--- config.mk ---
export PLATFORM = sky130hd
export DESIGN_NAME = echo_sample_buffer
export DESIGN_NICKNAME = d
export VERILOG_FILES = /design/src/rtl/echo_sample_buffer_pkg.sv /design/src/rtl/echo_sample_buffer_ram.sv /design/src/rtl/echo_sample_buffer.sv
export SDC_FILE = /design/constraint.sdc
export NUM_CORES = 1
export LEC_CHECK = 0
export CORE_ASPECT_RATIO = 1.25
export CORE_MARGIN = 10
export CORE_UTILIZATION = 45
export DETAILED_ROUTE_END_ITERATION = 8
export GPL_ROUTABILITY_DRIVEN = 0
export SYNTH_ARGS = -nofsm -noshare
export SYNTH_HDL_FRONTEND = slang
export SYNTH_SLANG_ARGS = --single-unit
--- constraint.sdc ---
create_clock -name clk -period 3.5 [get_ports clk]
set_input_delay 0.7 -clock clk [delete_from_list [all_inputs] [get_ports clk]]
set_output_delay 0.7 -clock clk [all_outputs]
set_load 0.03 [all_outputs]
--- src/rtl/echo_sample_buffer_pkg.sv ---
// Shared definitions for the echo acquisition path: word format and buffer depth.
// The control unit's buffer input is typed with echo_word_t so both sides stay in step.
package pack;

    localparam int ECHO_W     = 25;
    localparam int ECHO_DEPTH = 16;

    typedef logic [ECHO_W-1:0] echo_word_t;

endpackage : pack

--- src/rtl/echo_sample_buffer_ram.sv ---
// Simple dual-port storage array for the echo buffer: synchronous write,
// combinational read, no reset on the contents.
module echo_buf_ram #(
    parameter int DEPTH = 16,
    parameter int WIDTH = 25,
    parameter int AW    = $clog2(DEPTH)
) (
    input  logic             clk,
    input  logic             wr_en,
    input  logic [AW-1:0]    wr_addr,
    input  logic [WIDTH-1:0] wr_data,
    input  logic [AW-1:0]    rd_addr,
    output logic [WIDTH-1:0] rd_data
);

    logic [WIDTH-1:0] mem_r [DEPTH];

    // Array write; contents are don't-care until written, so no reset.
    always_ff @(posedge clk) begin
        if (wr_en) begin
            mem_r[wr_addr] <= wr_data;
        end
    end

    assign rd_data = mem_r[rd_addr];

endmodule : echo_buf_ram

--- src/rtl/echo_sample_buffer.sv ---
// Elastic FIFO between echo acquisition and the control unit, with registered
// read data, occupancy/status decodes and a sticky overflow flag.
module echo_sample_buffer
    import pack::*;
#(
    parameter int DEPTH    = ECHO_DEPTH,
    parameter int WIDTH    = ECHO_W,
    parameter int AF_LEVEL = DEPTH - 2
) (
    input  logic                     clk,
    input  logic                     rst_n,
    input  logic                     flush,
    input  logic                     wr_en,
    input  logic [WIDTH-1:0]         wr_data,
    input  logic                     send_en,
    output logic [WIDTH-1:0]         buf_data,
    output logic                     buf_valid,
    output logic                     empty,
    output logic                     full,
    output logic                     almost_full,
    output logic                     overflow,
    output logic [$clog2(DEPTH):0]   count
);

    localparam int AW = $clog2(DEPTH);
    localparam int CW = AW + 1;

    logic [AW-1:0]    wp_r;
    logic [AW-1:0]    rp_r;
    logic [CW-1:0]    count_r;
    logic [CW-1:0]    count_next_s;
    logic [WIDTH-1:0] rd_data_s;
    logic             push_s;
    logic             pop_s;
    logic             drop_s;

    assign empty       = (count_r == {CW{1'b0}});
    assign full        = (count_r == CW'(DEPTH));
    assign almost_full = (count_r >= CW'(AF_LEVEL));
    assign count       = count_r;

    // A pop at full frees the slot, so a simultaneous write is accepted; flush blocks both.
    assign pop_s  = send_en && !empty && !flush;
    assign push_s = wr_en && (!full || pop_s) && !flush;
    assign drop_s = wr_en && !push_s && !flush;

    echo_buf_ram #(
        .DEPTH (DEPTH),
        .WIDTH (WIDTH),
        .AW    (AW)
    ) u_ram (
        .clk     (clk),
        .wr_en   (push_s),
        .wr_addr (wp_r),
        .wr_data (wr_data),
        .rd_addr (rp_r),
        .rd_data (rd_data_s)
    );

    // Occupancy update from the push/pop pair.
    always_comb begin
        count_next_s = count_r;
        case ({push_s, pop_s})
            2'b10:   count_next_s = count_r + CW'(1);
            2'b01:   count_next_s = count_r - CW'(1);
            default: count_next_s = count_r;
        endcase
    end

    // Pointers, occupancy, overflow and the registered read port.
    always_ff @(posedge clk or negedge rst_n) begin
        if (!rst_n) begin
            wp_r      <= {AW{1'b0}};
            rp_r      <= {AW{1'b0}};
            count_r   <= {CW{1'b0}};
            buf_data  <= {WIDTH{1'b0}};
            buf_valid <= 1'b0;
            overflow  <= 1'b0;
        end else if (flush) begin
            wp_r      <= {AW{1'b0}};
            rp_r      <= {AW{1'b0}};
            count_r   <= {CW{1'b0}};
            buf_valid <= 1'b0;
            overflow  <= 1'b0;
        end else begin
            if (push_s) begin
                wp_r <= wp_r + AW'(1);
            end
            if (pop_s) begin
                rp_r     <= rp_r + AW'(1);
                buf_data <= rd_data_s;
            end
            if (drop_s) begin
                overflow <= 1'b1;
            end
            buf_valid <= pop_s;
            count_r   <= count_next_s;
        end
    end

endmodule : echo_sample_buffer

==> metrics.cfg <==
[drt]
ant_nets = 0
drt_iter0_markers = 534
drt_wl_total_um = 36500
via_per_inst = 5.66
dr_total_vias = 8015
drc = 0
drt-wirelength-per-cell_um = 25.8
first_pass_iters = 4

[synthesis]
async_flop_share_pct = 9.09
synth-seq-cells = 440
ys_warn_count = 0
seq_area_frac_synth_pct = 76.1
syn_inst = 787
syn_nets = 826
yosys.area.top_type = edfxtp_1
synth_cell_types = 42
yosysTopAreaCellShare_pct = 70.2
syn_area_um2 = 17100
synth_edf_count = 400
yosys-top-cells-area = edfxtp_1 70%, mux4_2 13%, dfrtp_1 5.9%, mux2i_1 3.0%, o221ai_2 1.8%
syn_avg_cell_area_um2 = 21.7
synth_ff_type = edfxtp_1

[sta]
relSlewSlack_pct = 29.5
finalHoldViolCount = 0
slew_violations = 0
tns_ns = 0
setup_viol = 0
holdWs_ns = 0.221
fin_skew_ns = 0.0110
worst_slew_pin_slew_ns = 1.06
clock.fmax_mhz = 313
timing.final.ws_setup_ns = 0.302
period_minus_slack_ns = 3.20
post-route-period-util_pct = 91.4
grt_setup_unrepaired = no

[worst_setup_path]
path_cells = nor4_1 > and2_1 > clkdlybuf4s50_1
cpPeakStageDelay_ns = 0.68
cp.required_ns = 2.80
endpoint_kind = output pin
cp_max_fo = 7
worst_r2r_path_depth = 11
crit_slowest_cell = clkdlybuf4s50_1
arrival_ns = 2.50
crit_type = flip-flop to output pin
crit_path_start_kind = flip-flop

[clocking]
clk_latency_ns = 0.54
clockBufferDepth = 3
post_cts_buffers = 0
cts_buffers = 42
cts_max_level = 2
cts_resized = 0
cts_tree = yes
clkTransAtPathRegs_ns = 0.06
cts-root-buf = clkbuf_16
hold_buffers = 0
cts.sinks = 440

[global_route]
grt_max_degree = 53
antenna_found_initial = 0
grt_use_total_pct = 15.7
grt_pass1_vias = 8456
grt_pass1_wl_um = 55100
grt-ovfl-total = 0

[finish]
stdcell_area_um2 = 20000
num-fill-cells = 2865
drive_above_1_share_pct = 27.5
n_antenna_cell = 0
mostFrequentLayoutCell = edfxtp_1
syn_to_final_growth_pct = 16.8
regArea_um2 = 13000
most-common-layout-cells = 400 x edfxtp_1, 100 x mux4_2, 63 x clkdlybuf4s50_1, 52 x mux2i_1, 45 x clkbuf_16
multi_input_area_um2 = 3880
nNetsFinal = 935

[power_and_ir_drop]
power.total_uw = 12500
power_density_nw_per_um2 = 625
vdd_ir_drop_max_v = 0.000283
power_leakage_uw = 0.00631

[placed_design]
dpl-instance-area_um2 = 18600
hpwl_um = 21200
place_ws_ns = 0.286
portBuffers = 64

[worst_hold_path]
hp-class = primary input to async pin

[floorplan]
die-area_um2 = 46300
top_level_ports = 65
fp.coreArea_um2 = 37400
start_util_pct = 45.8
die_w_um = 194
die_y_um = 238
rows = 79

[outcome]
status = complete, no violations

[flow_run]
cap_violations = 0

synthesized netlist by cell type, types with 4 or more instances:
| cell | number |
|---|---|
| edfxtp_1 | 400 |
| buf_1 | 4 |
| dfrtp_1 | 40 |
| buf_2 | 12 |
| clkbuf_1 | 18 |
| o221ai_2 | 20 |
| mux2i_1 | 52 |
| inv_1 | 7 |
| o221ai_1 | 5 |
| mux4_2 | 100 |
| mux2_2 | 4 |
| ha_1 | 8 |
| a21oi_1 | 5 |
| xor2_1 | 6 |
| nor2_1 | 36 |
| nand2_1 | 32 |
stage by stage:
step,std cells,utilization (%)
finish,1416,53.5
floorplan,787,-
global route,1416,53.5
global placement,1338,49.7
CTS,1416,53.5
detailed placement,1338,49.7
metal layers:
layer | vias to the layer above | global-route usage [%] | routed length [µm]
met5 | - | 0 | 0
met3 | 53 | 2.36 | 1450
li1 | 3470 | - | -
met2 | 185 | 27.6 | 19300
met4 | 0 | 4.51 | 735
met1 | 4307 | 19.8 | 15000
final cells by class:
class | count | share of cell area (%)
inverters | 8 | 0.163
well taps | 486 | 3.04
repair buffers | 105 | 5.22
clock buffers | 55 | 5.92
multi-input cells | 299 | 19.4
clock inverters | 23 | 1.05
flip-flops and latches | 440 | 65.2
worst paths after layout:
kind,startpoint,end,slack [ns]
max,count[1]$_DFFE_PN0P_,full,0.30
min,rst_n,rp_r[0]$_DFFE_PN0P_,0.22
max reg2reg,count[1]$_DFFE_PN0P_,count[4]$_DFFE_PN0P_,0.53
min reg2reg,buf_data[11]$_DFFE_PN0P_,buf_data[11]$_DFFE_PN0P_,0.49
max in group asynchronous,rst_n,buf_data[1]$_DFFE_PN0P_,2.47
min in group clk,buf_data[11]$_DFFE_PN0P_,buf_data[11]$_DFFE_PN0P_,0.49
worst max-delay path: cells and delay by family (launching register included):
family / cells / cell delay, ns
buffers and inverters: 1 / 0.68
flip-flops: 1 / 0.45
AND/OR/NAND/NOR: 2 / 0.83
power breakdown:
part / switching, µW / internal, µW
combinational: 1030 / 749
sequential: 212 / 5960
clock: 1860 / 2680
total: 3100 / 9380
cells by family after synthesis:
group	count (synthesis)	share of synthesized area, %
flip-flops	440	76.1
multiplexers	156	16.5
AND/OR/NAND/NOR	85	2.23
buffers and inverters	48	1.48
AO/OA/AOI/OAI	41	2.64
adder cells (fa/ha/maj)	9	0.702
XOR/XNOR	8	0.410
sequential cells by signal, summed over array words and instances (netlist names):
name         flops
count            5
buf_valid        1
u_ram.mem_r    400
rp_r             4
overflow         1
buf_data        25
wp_r             4
(Power assumes the default switching activity.)
